<file path="src/rtl/f3m_pkg.sv">
// Shared trit encodings, ALU mode codes, FSM state type and per-trit helpers
// for the serial GF(3^M) ALU.
package f3m_pkg;

    localparam logic [1:0] TRIT_0   = 2'b00;
    localparam logic [1:0] TRIT_1   = 2'b01;
    localparam logic [1:0] TRIT_2   = 2'b10;
    localparam logic [1:0] TRIT_BAD = 2'b11;

    localparam logic [1:0] MODE_NEG  = 2'b00;
    localparam logic [1:0] MODE_ADD  = 2'b01;
    localparam logic [1:0] MODE_SUB  = 2'b10;
    localparam logic [1:0] MODE_PASS = 2'b11;

    typedef enum logic [1:0] {
        IDLE = 2'b00,
        RUN  = 2'b01,
        DONE = 2'b10
    } state_t;

    // Negation in this encoding is a bit swap (1 <-> 2, 0 stays 0).
    function automatic logic [1:0] trit_neg(input logic [1:0] x);
        return {x[0], x[1]};
    endfunction

    function automatic logic [1:0] trit_add(input logic [1:0] x, input logic [1:0] y);
        logic [2:0] s;
        s = {1'b0, x} + {1'b0, y};
        return (s >= 3'd3) ? 2'(s - 3'd3) : s[1:0];
    endfunction

endpackage

</file>
<file path="src/rtl/f3_trit_alu.sv">
// Combinational single-trit ALU lane (negate / add / subtract / pass).
// Operand-code checking is present only when F3M_SERIAL_ALU_CHECK_EN is defined.
module f3_trit_alu
    import f3m_pkg::*;
(
    input  logic [1:0] a,
    input  logic [1:0] b,
    input  logic [1:0] mode,
    output logic [1:0] c,
    output logic       invalid
);

    always_comb begin
        c       = a;
        invalid = 1'b0;
        case (mode)
            MODE_NEG: c = trit_neg(a);
            MODE_ADD: c = trit_add(a, b);
            MODE_SUB: c = trit_add(a, trit_neg(b));
            default:  c = a;
        endcase
`ifdef F3M_SERIAL_ALU_CHECK_EN
        // B only counts as an operand when the mode actually consumes it.
        invalid = (a == TRIT_BAD) ||
                  (((mode == MODE_ADD) || (mode == MODE_SUB)) && (b == TRIT_BAD));
        if (invalid) begin
            c = TRIT_0;
        end
`endif
    end

endmodule

</file>
<file path="src/rtl/f3m_serial_alu.sv">
// Serial GF(3^M) element ALU processing P trits per cycle over ceil(M/P) cycles.
// Optional invalid-code detection via macro F3M_SERIAL_ALU_CHECK_EN.
module f3m_serial_alu
    import f3m_pkg::*;
#(
    parameter int unsigned M = 97,
    parameter int unsigned P = 8
) (
    input  logic           clk,
    input  logic           reset,
    input  logic           start,
    input  logic [1:0]     mode,
    input  logic [2*M-1:0] A,
    input  logic [2*M-1:0] B,
    output logic [2*M-1:0] C,
    output logic           busy,
    output logic           done,
    output logic           err
);

    localparam int unsigned N  = (M + P - 1) / P;
    localparam int unsigned CW = (N > 1) ? $clog2(N) : 1;
    localparam int unsigned SW = 2 * N * P;

    state_t         state_q, state_d;
    logic [CW-1:0]  cnt_q, cnt_d;
    logic [SW-1:0]  a_q, a_d, b_q, b_d;
    logic [1:0]     mode_q, mode_d;
    logic [2*M-1:0] c_d;
    logic [P-1:0][1:0] lane_c;
    logic [P-1:0]   lane_inv;
    logic           last_chunk;

    // Operands are held zero-padded to whole chunks and shifted down each cycle.
    for (genvar j = 0; j < P; j++) begin : g_lane
        f3_trit_alu u_lane (
            .a       (a_q[2*j +: 2]),
            .b       (b_q[2*j +: 2]),
            .mode    (mode_q),
            .c       (lane_c[j]),
            .invalid (lane_inv[j])
        );
    end

    assign last_chunk = (cnt_q == CW'(N - 1));

`ifdef F3M_SERIAL_ALU_CHECK_EN
    logic err_q, err_d;
    assign err = err_q;
`else
    logic unused_inv;
    assign unused_inv = ^lane_inv;
    assign err        = 1'b0;
`endif

    // Next-state, operand capture and chunk write-back.
    always_comb begin
        state_d = state_q;
        cnt_d   = cnt_q;
        a_d     = a_q;
        b_d     = b_q;
        mode_d  = mode_q;
        c_d     = C;
`ifdef F3M_SERIAL_ALU_CHECK_EN
        err_d   = err_q;
`endif
        case (state_q)
            IDLE, DONE: begin
                state_d = IDLE;
                if (start) begin
                    state_d = RUN;
                    cnt_d   = '0;
                    a_d     = SW'(A);
                    b_d     = SW'(B);
                    mode_d  = mode;
`ifdef F3M_SERIAL_ALU_CHECK_EN
                    err_d   = 1'b0;
`endif
                end
            end
            RUN: begin
                // Only trit positions below M exist, so padding lanes never write C.
                for (int unsigned i = 0; i < M; i++) begin
                    if (cnt_q == CW'(i / P)) begin
                        c_d[2*i +: 2] = lane_c[i % P];
`ifdef F3M_SERIAL_ALU_CHECK_EN
                        if (lane_inv[i % P]) begin
                            err_d = 1'b1;
                        end
`endif
                    end
                end
                a_d = a_q >> (2 * P);
                b_d = b_q >> (2 * P);
                if (last_chunk) begin
                    state_d = DONE;
                end else begin
                    cnt_d = cnt_q + CW'(1);
                end
            end
            default: state_d = IDLE;
        endcase
    end

    always_ff @(posedge clk) begin
        if (reset) begin
            state_q <= IDLE;
            cnt_q   <= '0;
            a_q     <= '0;
            b_q     <= '0;
            mode_q  <= '0;
            C       <= '0;
            busy    <= 1'b0;
            done    <= 1'b0;
`ifdef F3M_SERIAL_ALU_CHECK_EN
            err_q   <= 1'b0;
`endif
        end else begin
            state_q <= state_d;
            cnt_q   <= cnt_d;
            a_q     <= a_d;
            b_q     <= b_d;
            mode_q  <= mode_d;
            C       <= c_d;
            busy    <= (state_d == RUN);
            done    <= (state_d == DONE);
`ifdef F3M_SERIAL_ALU_CHECK_EN
            err_q   <= err_d;
`endif
        end
    end

endmodule

</file>
<file path="config.mk">
export PLATFORM = sky130hd
export DESIGN_NAME = f3m_serial_alu
export DESIGN_NICKNAME = d
export VERILOG_FILES = /design/src/rtl/f3m_pkg.sv /design/src/rtl/f3_trit_alu.sv /design/src/rtl/f3m_serial_alu.sv
export SDC_FILE = /design/constraint.sdc
export NUM_CORES = 1
export LEC_CHECK = 0
export CORE_ASPECT_RATIO = 1.5
export CORE_MARGIN = 2
export CORE_UTILIZATION = 40
export CTS_BUF_LIST = sky130_fd_sc_hd__clkbuf_4
export DETAILED_ROUTE_END_ITERATION = 12
export HOLD_SLACK_MARGIN = 0.08
export PLACE_DENSITY = 0.76
export SYNTH_ARGS = -nofsm -noshare
export SYNTH_HDL_FRONTEND = slang
export SYNTH_SLANG_ARGS = --single-unit
</file>
<file path="constraint.sdc">
create_clock -name clk -period 5.55 [get_ports clk]
set_input_delay 0.555 -clock clk [delete_from_list [all_inputs] [get_ports clk]]
set_output_delay 0.555 -clock clk [all_outputs]
set_load 0.05 [all_outputs]
</file>
* Word-level counts from Yosys, hierarchy flattened
Index checks and enable logic that the tools add are counted.
W data, S select, Z words.
** Word-level totals
- Register bits :: 620
- Input bits :: 393
- Output and inout bits :: 197
- Logic and storage cells :: 144
** Cells by class
- Add/sub/neg operators :: 33
- Magnitude comparators :: 16
- Eq/ne operators :: 20
- Mux-type cells :: 34
- Reductions and logical operators :: 21
** Operators by type and width (number)
- $pmux W208 S2 :: 2
- $mux W208 :: 2
- $add A2 B2 Y3 :: 16
- $ge A3 B2 Y1 const B :: 16
- $pmux W2 S3 :: 8
- $mux W2 :: 17
- $sub A2 B2 Y2 const B :: 16
- $reduce_and A2 Y1 :: 15
- $eq A4 B4 Y1 const B :: 5
- $eq A4 B3 Y1 const B :: 4
- $eq A4 B2 Y1 const B :: 2
- $mux W4 :: 2
- $pmux W4 S2 :: 1
- $eq A2 B1 Y1 const B :: 3
- $eq A2 B2 Y1 const B :: 3
- $add A4 B1 Y4 const B :: 1
- $eq A4 B1 Y1 const B :: 1
- $logic_not A2 Y1 :: 2
- $logic_not A4 Y1 :: 1
- $ne A2 B2 Y1 const B :: 2
- $pmux W2 S2 :: 1
- $reduce_and A3 Y1 :: 1
- $reduce_bool A2 Y1 :: 1
- $reduce_or A2 Y1 :: 1
- $mux W1 :: 1

* Longest topological paths before layout
Gate-level depths: netlist (run 1).
- Depth after elaboration :: 4
- Gate-level depth with buffers :: 10
- Depth with buffers taken out :: 9

* Cells and area by module
Synthesis (run 1) repeated with hierarchy kept, for this count alone.
** Second synthesis, totals
- Cell total of the unflattened synthesis :: 3106
- Area, all modules :: 26376.5 µm²
** By module, submodules not included
- f3m_serial_alu :: instances 1, cells an instance 2842, area each 24254.5 µm², sequential area each 11851.4 µm²
- f3_trit_alu :: instances 8, cells an instance 33, area each 265.3 µm², sequential area each 0.0 µm²

* Least setup slack after synthesis (run 1)
OpenSTA, ideal clock, no wires.
- Path type :: register to register
- Start :: reg a_q[6]
- End :: reg C[182]
- Arrival time :: 2.541 ns
- Path slack :: 2.924 ns
- Stages on the path, launching flop included :: 11
- Clock period less this slack :: 2.626 ns
- Path through :: dfxtp_1 > ha_1 > inv_1 > fa_1 > inv_1 > ha_1 > nor2b_1 > mux2_1 > mux4_2 > buf_6 > a211oi_1
** On the way
- Cells in the longest elaborated chain, start to end :: 4
- Elaborated cells on any way between the ends :: 9
- Classes of those cells :: 4 x add/sub; 2 x order compare; 3 x mux
** Ends and longest elaborated chain
- from (decl) :: RTL line f3m_serial_alu.sv:27 : logic [SW-1:0] a_q, a_d, b_q, b_d;
- from (signal assigned) :: RTL line f3m_serial_alu.sv:109 : a_q <= '0;
- from (signal assigned) :: RTL line f3m_serial_alu.sv:121 : a_q <= a_d;
- $add A2 B2 Y3 :: RTL line f3m_pkg.sv:28 : s = {1'b0, x} + {1'b0, y};
- $ge A3 B2 Y1 or $sub A2 B2 Y2 (tied branches) :: RTL line f3m_pkg.sv:29 : return (s >= 3'd3) ? 2'(s - 3'd3) : s[1:0];
- $mux W2 :: RTL line f3m_pkg.sv:29
- $pmux W2 S3 (*) :: RTL line f3_trit_alu.sv:16 : case (mode)
- to (signal assigned) :: RTL line f3m_serial_alu.sv:112 : C <= '0;
- to (signal assigned) :: RTL line f3m_serial_alu.sv:124 : C <= c_d;
- to (decl) :: RTL line f3m_serial_alu.sv:15 : output logic [2*M-1:0] C,
Every way passes the cells marked *; elsewhere a longest branch is shown, timed or not.
A chain may end at the register's enable or synchronous reset.

* Final worst setup path (run 1)
- Start :: reg a_q[10]
- End :: reg C[75]
The elaborated chain is that of the path after synthesis.

==> results of run 1 <==
worst min-delay path: cells and delay by family:
family	cells	cell delay [ns]
and+or+nand+nor	1	0.05
buffers and inverters	1	0.39
AOI/OAI and AO/OA	1	0.07
power groups by stage:
stage / clock [W] / combinational [W] / sequential (W)
after floorplan: 0 / 0.00101 / 0.00480
after detailed placement: 0 / 0.00166 / 0.00483
after CTS: 0.00381 / 0.00167 / 0.00474
after global placement: 0 / 0.00164 / 0.00483
after global routing: 0.00401 / 0.00184 / 0.00477
final: 0.00373 / 0.00167 / 0.00474
how the worst min path moves through the flow:
| stage | to | slack, ns | cells after the start |
|---|---|---|---|
| CTS | b_q[175]$_SDFFE_PP0P_ | 0.08 | 3 |
| floorplan | a_q[100]$_SDFFE_PP0P_ | 0.46 | 2 |
| global placement | C[103]$_SDFFE_PP0P_ | 0.47 | 2 |
| detailed placement | a_q[172]$_SDFFE_PP0P_ | 0.47 | 2 |
| global route | a_q[147]$_SDFFE_PP0P_ | 0.13 | 3 |
| finish | a_q[142]$_SDFFE_PP0P_ | 0.19 | 3 |
kinds of logic (layout without fill, tap and decap cells):
| kind of cell | count (synthesis) | count (layout) | share of synthesized area |
|---|---|---|---|
| muxes | 3 | 3 | 0.00174 |
| other | 1 | 33 | 0.000149 |
| AOI/OAI and AO/OA | 657 | 657 | 0.207 |
| DFF | 592 | 592 | 0.470 |
| buffers and inverters | 324 | 883 | 0.0536 |
| and+or+nand+nor | 1417 | 1417 | 0.236 |
| adders and majority gates | 52 | 52 | 0.0306 |
registers in the layout (all words and copies together) (netlist names):
name,cells
C,194
a_q,194
b_q,194
busy,1
cnt_q,4
done,1
mode_q,2
state_q,2
layer usage:
layer / share of wire / vias to the layer above / global-route usage
li1: - / 11700 / -
met2: 0.50 / 878 / 0.427
met3: 0.066 / 199 / 0.0617
met4: 0.047 / 8 / 0.159
met5: 0.00066 / - / 0
met1: 0.39 / 11300 / 0.286
metrics by stage:
step                      hold slack, ns  instances  power, W  worst slack [ns]  area (um2)
after detailed placement           0.470       4162   0.00649              2.46       31200
after global placement             0.468       4162   0.00646              2.52       31200
final                              0.192       4435    0.0101              2.48       33200
after floorplan                    0.459       3046   0.00581              2.92       25200
after CTS                         0.0802       4403    0.0102              2.42       33100
after global routing               0.125       4434    0.0106              2.31       33200
area by class of cell:
type,instances,area [um2]
Inverter,32,120
Clock buffer,201,1510
Tap cell,798,998
Fill cell,5793,29100
Timing Repair Buffer,617,6250
Multi-Input combinational cell,2130,12000
Clock inverter,33,309
Antenna cell,32,80.1
Sequential cell,592,11900
layout by cell type (no fill, tap or decap), types with 3 or more instances in the layout:
cell type and count:
sky130_fd_sc_hd__nand2_1 734, sky130_fd_sc_hd__dfxtp_1 592, sky130_fd_sc_hd__clkdlybuf4s50_1 587, sky130_fd_sc_hd__nor2_1 508
sky130_fd_sc_hd__a311oi_1 359, sky130_fd_sc_hd__clkbuf_4 201, sky130_fd_sc_hd__nand3b_1 101, sky130_fd_sc_hd__o21ai_0 82
sky130_fd_sc_hd__a211oi_1 77, sky130_fd_sc_hd__ha_1 36, sky130_fd_sc_hd__diode_2 32, sky130_fd_sc_hd__inv_1 32
sky130_fd_sc_hd__a22oi_1 32, sky130_fd_sc_hd__o21ai_1 21, sky130_fd_sc_hd__a211oi_2 20, sky130_fd_sc_hd__clkinv_1 19
sky130_fd_sc_hd__fa_1 16, sky130_fd_sc_hd__a21oi_1 15, sky130_fd_sc_hd__and2_1 14, sky130_fd_sc_hd__buf_4 12
sky130_fd_sc_hd__or3_1 11, sky130_fd_sc_hd__nor2b_1 10, sky130_fd_sc_hd__o211ai_1 10, sky130_fd_sc_hd__buf_12 10
sky130_fd_sc_hd__a311o_1 7, sky130_fd_sc_hd__nand2b_1 7, sky130_fd_sc_hd__dlygate4sd3_1 7, sky130_fd_sc_hd__bufinv_16 6
sky130_fd_sc_hd__or4b_1 5, sky130_fd_sc_hd__nor3b_1 4, sky130_fd_sc_hd__o21bai_1 4, sky130_fd_sc_hd__a31oi_1 4
sky130_fd_sc_hd__o31ai_1 4, sky130_fd_sc_hd__o31a_1 4, sky130_fd_sc_hd__nor3_1 4, sky130_fd_sc_hd__o2111ai_1 4
sky130_fd_sc_hd__clkinvlp_4 3, sky130_fd_sc_hd__clkinv_4 3
==> impl_results.md, run 1 <==
* Number of standard cells after synthesis at 3046
* Fraction of layout instances using a drive strength above 1 at 0.0752
* Leakage at 12.2 nW
* Placer Congestion at about 0.87
* Depth of the critical timing path with buffers and inverters included at 7
* Worst-path maximum fanout at 12
* Upper clock frequency limit at 0.326 GHz
* Synthesis-to-finish area growth at 31.6%
* Cts hold-fix bufs at 7
* Site Rows at 112
* Die footprint at 65000 um2
* Count of flip-flops with a built-in enable after synthesis at 0
* CORE AREA at about 62000 um2
* Endpoint kind of the worst setup timing path: flop
* Die Y at 311 um
* Cell depth of the worst flop-to-flop path at 7
* Category of the critical setup timing path: reg2reg
* Chip width at 209 um
* DRC errors left at 0
* Maximum number of pins on one net before global-route repair at 234
* Clk Latency, worst-skew pair at 0.93 ns
* Commonest cells in the netlist: sky130_fd_sc_hd__nand2_1 (734), sky130_fd_sc_hd__dfxtp_1 (592), sky130_fd_sc_hd__nor2_1 (509)
* Detailed-router iteration count before antenna repair at 5
* Mean Syn Cell Area at 8.27 um2
* Layout net count at roughly 4000
* I/O Pins at 590
* Arrival time of data at the critical path endpoint at 3.81 ns
* Hold path startpoint: A[142]
* Max Transition Viols Final at 0
* Destination of the worst register-to-register timing path: C[75]$_SDFFE_PP0P_
* Synthesized flop and latch total at 592
* Wirelength, routed at 85900 um
* Relative slew margins at 0.289
* Clock tree from TritonCTS: built
* Synth top area share at 0.470
* Remaining antenna violation count after routing at 0
* Count of port buffers added during placement at 588
* Half-perimeter wire length after detailed placement at approximately 59000 um
* Largest buffer count on any clock path at 3
* Max-capacitance violation count at 0
* Synth area leader: sky130_fd_sc_hd__dfxtp_1
* Cell Int Power at 0.00719 W
* Total track usage at 0.253
* Setup-violating endpoint count in the final report at 0
* Number of hold-slack violations in the final timing report at 0
* Starting density of the core at 0.405
* Remaining Overflow, GRT at 0
* Clock power share at 0.368
* Total nets after synthesis at roughly 3500
* Library cell with the highest instance count after synthesis: sky130_fd_sc_hd__nand2_1
* Clock Sinks at 592
* Max VDD drop at about 190 uV
* Buf+Inv Stages, Crit Path at 0
* Status: complete, no violations
* Post-Route Skew at 0.0373 ns
* Most used DFF post-synth: sky130_fd_sc_hd__dfxtp_1
* Vias per inst at 5.43
* Family of cells with the greatest summed delay on the critical path: compound AO/OA/AOI/OAI gates
* Wire length of the first global-routing pass at 129000 um
* Clock-pin slew on the worst setup and hold paths at 0.07 ns
* Count of cell types in the netlist at between 50 and 60
* Finished Core Util at 0.533
* Period utilisation layout at 0.553
* Startpoint of the most critical setup path: a_q[10]$_SDFFE_PP0P_
* Fin Setup TNS at 0 ns
* Critical path's most frequent cell: sky130_fd_sc_hd__ha_1
* Proportion of synthesized flip-flops having asynchronous set or reset at 0
* Slew @ Worst Pin at between 1 and 1.5 ns
* TritonCTS buffer count at 146
* Antenna violations before repair at 35
* Post-Syn Area at 25200 um2
* Count of routing violations after the opening detailed-route iteration at 2236
* Switching share of power at 0.292
* Last element of the critical path: C[75]$_SDFFE_PP0P_
* Worst hold-check path type: in2reg
* Unrepaired setup endpoints after global routing: no
* Minimum clock period at a little over 3 ns
* Synth area leaders: sky130_fd_sc_hd__dfxtp_1 (47%), sky130_fd_sc_hd__a311oi_1 (12%), sky130_fd_sc_hd__nand2_1 (11%)
* Share of synthesized area occupied by flip-flops and latches at 0.470
* Level count of the clock H-tree at 4
* Slack of the worst reg-to-reg path at about 2.5 ns
* Cell at the root of the clock tree: sky130_fd_sc_hd__clkbuf_4
* Routed wire length per instance at 19.4 um
* Number of global-route vias before repair at 23000
* Pwr per Cell Area at 306 nW/um2
* Max stage delay cell, worst path: sky130_fd_sc_hd__a311o_1
* Worst Setup Start Kind: flop
* Yosys warning count at 0
* Worst stage delay on the critical path at approximately 0.75 ns
* Via total after detailed routing at between 20000 and 25000
* Proportion of power drawn by combinational gates at 0.165
* Fraction of power consumed by sequential logic at 0.467
* NetSw at 0.00296 W
* Cells resized by post-CTS repair at 0
* Data required time at the worst endpoint at 6.28 ns
* FF-to-FF Start: a_q[10]$_SDFFE_PP0P_
* Worst-path cell chain: ha_1 -> fa_1 -> ha_1 -> or3_1 -> o2111ai_1 -> a311o_1 -> o21ai_0
* Post-CTS repair timing setup buffer count at 0
Note: power is estimated with default switching activity, not from simulation.
==> inputs of run 2 (changes only) <==
==> constraint.sdc (replaced) <==
create_clock -name clk -period 3.2 [get_ports clk]
set_input_delay 0.32 -clock clk [delete_from_list [all_inputs] [get_ports clk]]
set_output_delay 0.32 -clock clk [all_outputs]
set_load 0.05 [all_outputs]
==> run 2 against run 1 <==
  * Count of clock-buffer cells in the layout stayed put
  * Combinational power is 110% higher
  * Worst hold slack better by 0.18 ns
  * Largest cell class unchanged
  * Register-to-register slack worse by 2.3 ns
  * First-iteration DRC count is 29% higher
  * Sequential power is 74% higher
==> impl_results.md, run 2 (same netlist as run 1, synthesis figures left out) <==
* Worst-path cell chain: ha_1 -> fa_1 -> ha_1 -> or3_1 -> o2111ai_1 -> a311o_1 -> o21ai_0
* Data required time at the worst endpoint at 3.91 ns
* Count of routing violations after the opening detailed-route iteration at 2884
* Starting density of the core at 0.405
* Most used cells in the layout excluding fill and tap cells: sky130_fd_sc_hd__nand2_1 (734), sky130_fd_sc_hd__dfxtp_1 (592), sky130_fd_sc_hd__clkdlybuf4s50_1 (587)
* Most common library cell in the layout ignoring fill and taps: sky130_fd_sc_hd__nand2_1
* Leakage at 14.0 nW
* Depth of the critical timing path with buffers and inverters included at 7
* Filler instances at approximately 5000
* DRC errors left at 0
* Detailed-router iteration count before antenna repair at 5
* Clock tree from TritonCTS: built
* Fin worst setup slack at 0.170 ns
* Number of hold-slack violations in the final timing report at 0
* Chip width at 209 um
* Pwr per Cell Area at 487 nW/um2
* Cells resized by post-CTS repair at 0
* Clock Sinks at 592
* Number of global-route vias before repair at 27000
* Largest buffer count on any clock path at 3
* I/O Pins at 590
* Relative slew margins at 0.334
* Half-perimeter wire length after detailed placement at 61300 um
* Max VDD drop at 355 uV
* Minimum clock period at 3.03 ns
* Slew @ Worst Pin at 0.996 ns
* Worst-path maximum fanout at 12
* Clk Latency, worst-skew pair at 0.95 ns
* Site Rows at 112
* Count of port buffers added during placement at 588
* Worst hold-check path type: in2reg
* Place WS at around 0.25 ns
* Family of cells with the greatest summed delay on the critical path: compound AO/OA/AOI/OAI gates
* Antenna violations before repair at 28
* Remaining antenna violation count after routing at 0
* Arrival time of data at the critical path endpoint at 3.74 ns
* Clock-pin slew on the worst setup and hold paths at 0.08 ns
* Worst Setup Start Kind: flop
* Die Y at 311 um
* Fin Setup TNS at 0 ns
* Layout net count at 4385
* Post-Route Skew at roughly 0.066 ns
* Critical path's most frequent cell: sky130_fd_sc_hd__ha_1
* CORE AREA at 62200 um2
* Status: complete, no violations
* Category of the critical setup timing path: reg2reg
* Maximum number of pins on one net before global-route repair at 179
* Cell depth of the worst flop-to-flop path at 7
* Synthesis-to-finish area growth at 48.3%
* Setup-violating endpoint count in the final report at 0
* Vias per inst at ~5.6
* Remaining Overflow, GRT at 0
* Endpoint kind of the worst setup timing path: flop
* TritonCTS buffer count at around 150
* Max Transition Viols Final at 0
* Unrepaired setup endpoints after global routing: no
* Buf+Inv Stages, Crit Path at 0
* Total track usage at 0.291
* Post-CTS repair timing setup buffer count at 0
* Via total after detailed routing at 27000
* Fraction of layout instances using a drive strength above 1 at 0.0762
* Cell at the root of the clock tree: sky130_fd_sc_hd__clkbuf_4
* Max-capacitance violation count at 0
* Hold-critical path depth at 5
* Die footprint at 65000 um2
* Wirelength, routed at a little under 100000 um
* Worst stage delay on the critical path at 0.73 ns
* Max stage delay cell, worst path: sky130_fd_sc_hd__a311o_1
* Upper clock frequency limit at 0.330 GHz
* Wire length of the first global-routing pass at 150000 um
* Period utilisation layout at 0.947
* Routed wire length per instance at 20.4 um
* Level count of the clock H-tree at 4
* Top flop regs: C (194), a_q (194), b_q (194)
* Placer Congestion at 0.894
* Power consumption at around 0.018 W
run 2: worst register-to-register path, stage by stage, from the launching register on:
cell                        delay, ns
sky130_fd_sc_hd__dfxtp_1         0.35
sky130_fd_sc_hd__ha_1            0.22
sky130_fd_sc_hd__fa_1            0.48
sky130_fd_sc_hd__ha_1            0.26
sky130_fd_sc_hd__or3_1           0.38
sky130_fd_sc_hd__o2111ai_1       0.12
sky130_fd_sc_hd__a311o_1         0.73
sky130_fd_sc_hd__o21ai_0         0.28
run 2: stage by stage:
stage	std cells	util	cell area, um2	hold WS [ns]
final	4859	0.601	37400	0.372
after global routing	4857	0.600	37400	0.346
after CTS	4828	0.599	37300	0.278
after detailed placement	4196	0.508	31600	0.469
after global placement	4196	0.508	31600	0.467
after floorplan	3046	-	25200	0.456
run 2: routing by layer:
metal	GRT usage	share of wire
met2	0.491	0.48
met4	0.229	0.080
met3	0.0599	0.069
met5	0	0.00018
met1	0.318	0.37
run 2: path summary, 6_finish.rpt:
path | start | slack, ns | endpoint
min | start | 0.37 | a_q[164]$_SDFFE_PP0P_
min reg2reg | b_q[186]$_SDFFE_PP0P_ | 0.45 | b_q[170]$_SDFFE_PP0P_
max | a_q[8]$_SDFFE_PP0P_ | 0.17 | C[89]$_SDFFE_PP0P_
max reg2reg | a_q[8]$_SDFFE_PP0P_ | 0.17 | C[89]$_SDFFE_PP0P_
run 2: cell type report:
cell class                      count  area (um2)  area share
Clock inverter                     40         284     0.00760
Multi-Input combinational cell   2130       12000       0.322
Inverter                           32         120     0.00321
Sequential cell                   592       11900       0.317
Timing Repair Buffer             1035       10500       0.281
Clock buffer                      201        1510      0.0404
Tap cell                          798         998      0.0267
Antenna cell                       31        77.6     0.00208
run 2: power by group:
group	total (W)	switching, W	leakage, nW	internal [W]
combinational	0.00352	0.00191	8.08	0.00161
sequential	0.00824	0.000372	4.86	0.00787
clock	0.00644	0.00322	1.05	0.00322
run 2: repair_timing:
item / 4_1_cts / 5_1_grt
endpoints found under the setup margin: 0 / 0
hold buffers: 391 / 0
endpoints found under the hold margin: 429 / 0
==> inputs of run 3 (changes only) <==
--- a/config.mk
+++ b/config.mk
@@ -12,6 +12,8 @@
 export DETAILED_ROUTE_END_ITERATION = 12
 export HOLD_SLACK_MARGIN = 0.08
 export PLACE_DENSITY = 0.76
+export REMOVE_ABC_BUFFERS = 1
+export SKIP_CTS_REPAIR_TIMING = 1
 export SYNTH_ARGS = -nofsm -noshare
 export SYNTH_HDL_FRONTEND = slang
 export SYNTH_SLANG_ARGS = --single-unit
==> run 3 against run 2 <==
  * Via count shrank 0.87%
  * Total power decreased by 0.96%
  * Combinational power shrank 3%
  * Wire length decreased by 8.2%
  * Final cell count down 0.27%
  * Clock skew decreased by 0.0019 ns
  * Clock power about the same
  * Design area fell by 0.36%
  * First-iteration DRC count decreased by 23%
  * Sequential power decreased by 0.6%
  * Count of clock-buffer cells in the layout rose by 18
  * Largest cell class unchanged
  * Largest power group unchanged
==> impl_results.md, run 3 (same netlist as run 1, synthesis figures left out) <==
* CORE AREA at 62200 um2
* DRC errors left at 0
* Depth of the critical timing path with buffers and inverters included at 7
* Pwr per Cell Area at 484 nW/um2
* Number of global-route vias before repair at 23000
* NetSw at 0.00531 W
* Vias per inst at 5.53
* Level count of the clock H-tree at 4
* Layout net count at around 4400
* Detailed-router iteration count before antenna repair at 6
* Hold-critical path depth at 3
* Max stage delay cell, worst path: sky130_fd_sc_hd__o32a_1
* Category of the critical setup timing path: reg2reg
* Max Transition Viols Final at 0
* Status: complete, no violations
* Clock-pin slew on the worst setup and hold paths at 0.08 ns
* Count of routing violations after the opening detailed-route iteration at 2219
* Clock Sinks at 592
* Family of cells with the greatest summed delay on the critical path: compound AO/OA/AOI/OAI gates
* Worst-path cell chain: ha_1 -> fa_1 -> ha_1 -> or4b_1 -> o211a_1 -> o32a_1 -> a211oi_1
* Total track usage at 0.235
* Chip width at between 200 and 250 um
* Worst Setup Start Kind: flop
* Count of port buffers added during placement at about 590
* Maximum number of pins on one net before global-route repair at 140
* Critical path's most frequent cell: sky130_fd_sc_hd__ha_1
* Most used cells in the layout excluding fill and tap cells: sky130_fd_sc_hd__nand2_1 (734), sky130_fd_sc_hd__dfxtp_1 (592), sky130_fd_sc_hd__clkdlybuf4s50_1 (587)
* Number of hold-slack violations in the final timing report at 0
* Clock power share at 0.356
* Leakage at 14.0 nW
* Site Rows at 112
* Max-capacitance violation count at 0
* Design Area, Final at ~37000 um2
* Die Y at 311 um
* Cell Int Power at 0.0127 W
* Period utilisation layout at 0.928
* Cell at the root of the clock tree: sky130_fd_sc_hd__clkbuf_4
* Remaining Overflow, GRT at 0
* Worst hold-check path type: in2reg
* Fin worst setup slack at 0.230 ns
* Fraction of power consumed by sequential logic at 0.454
* Wire length of the first global-routing pass at 123000 um
* Minimum clock period at 2.97 ns
* Wirelength, routed at 90900 um
* Synthesis-to-finish area growth at 47.8%
* Endpoint kind of the worst setup timing path: flop
* Most common library cell in the layout ignoring fill and taps: sky130_fd_sc_hd__nand2_1
* Unrepaired setup endpoints after global routing: no
* Largest buffer count on any clock path at 3
* Filler instances at slightly above 5000
* Fraction of layout instances using a drive strength above 1 at 0.0787
* Cell depth of the worst flop-to-flop path at 7
* Placer Congestion at ~0.84
* TritonCTS buffer count at 148
* Die footprint at between 60000 and 70000 um2
* Buf+Inv Stages, Crit Path at 0
* I/O Pins at 590
* Antenna violations before repair at 15
* Via total after detailed routing at 26800
* Placed cell area at between 30000 and 40000 um2
* Worst-path maximum fanout at 12
* Worst stage delay on the critical path at 0.60 ns
* Data required time at the worst endpoint at approximately 4 ns
* Max VDD drop at 286 uV
* Clk Latency, worst-skew pair at 0.91 ns
* Fin Setup TNS at 0 ns
* Top flop regs: C (194), a_q (194), b_q (194)
* Slew @ Worst Pin at 0.896 ns
* Routed wire length per instance at 18.8 um
* Upper clock frequency limit at 0.337 GHz
* Relative slew margins at 0.402
* Starting density of the core at 0.405
* Place WS at 0.230 ns
* Post-Route Skew at 0.0643 ns
* Proportion of power drawn by combinational gates at 0.190
* Clock tree from TritonCTS: built
* Half-perimeter wire length after detailed placement at 53900 um
* Switching share of power at 0.294
* Remaining antenna violation count after routing at 0
* Setup-violating endpoint count in the final report at 0
* Arrival time of data at the critical path endpoint at 3.79 ns
run 3: final timing paths:
path                             start               endpoint  slack (ns)
setup / recovery  a_q[14]$_SDFFE_PP0P_    C[142]$_SDFFE_PP0P_        0.23
setup reg to reg  a_q[14]$_SDFFE_PP0P_    C[142]$_SDFFE_PP0P_        0.23
hold reg to reg   b_q[54]$_SDFFE_PP0P_   b_q[38]$_SDFFE_PP0P_        0.43
hold / removal                  A[190]  a_q[190]$_SDFFE_PP0P_        0.08
run 3: final cells by class:
cell class	instances	area, um2	area share
flip-flops and latches	592	11900	0.318
multi-input cells	2130	12000	0.323
clock inverters	27	164	0.00440
clock buffers	219	1640	0.0442
inverters	32	120	0.00323
repair buffers	1030	10400	0.279
well taps	798	998	0.0268
diodes	18	45.0	0.00121
run 3: worst min-delay path: stages:
cell	delay (ns)
sky130_fd_sc_hd__clkdlybuf4s50_1	0.46
sky130_fd_sc_hd__a22oi_1	0.08
sky130_fd_sc_hd__nor2_1	0.09
run 3: power by group through the flow:
stage / clock [W] / combinational [W] / sequential [W]
2_1_floorplan: 0 / 0.00222 / 0.00835
3_3_place_gp: 0 / 0.00284 / 0.00831
3_5_place_dp: 0 / 0.00289 / 0.00833
4_1_cts: 0.00655 / 0.00291 / 0.00817
5_1_grt: 0.00694 / 0.00372 / 0.00824
6_report: 0.00642 / 0.00342 / 0.00819
run 3: routing by layer:
layer  share of wire  global-route usage  vias to the layer above  wire length, um
met1            0.39               0.273                    12600            35500
met5         0.00014                   0                        -               13
met2            0.50               0.398                     1272            45300
met3           0.060              0.0511                      365             5470
li1                -                   -                    12600                -
met4           0.051               0.135                        2             4630
run 3: through the flow:
step	cells	utilization	power [W]	hold slack, ns
6_report	4846	0.598	0.0180	0.0784
2_1_floorplan	2754	-	0.0106	0.385
3_5_place_dp	4195	0.506	0.0112	0.469
4_1_cts	4441	0.535	0.0176	-0.254
5_1_grt	4842	0.598	0.0189	0.0478
3_3_place_gp	4195	0.506	0.0112	0.466
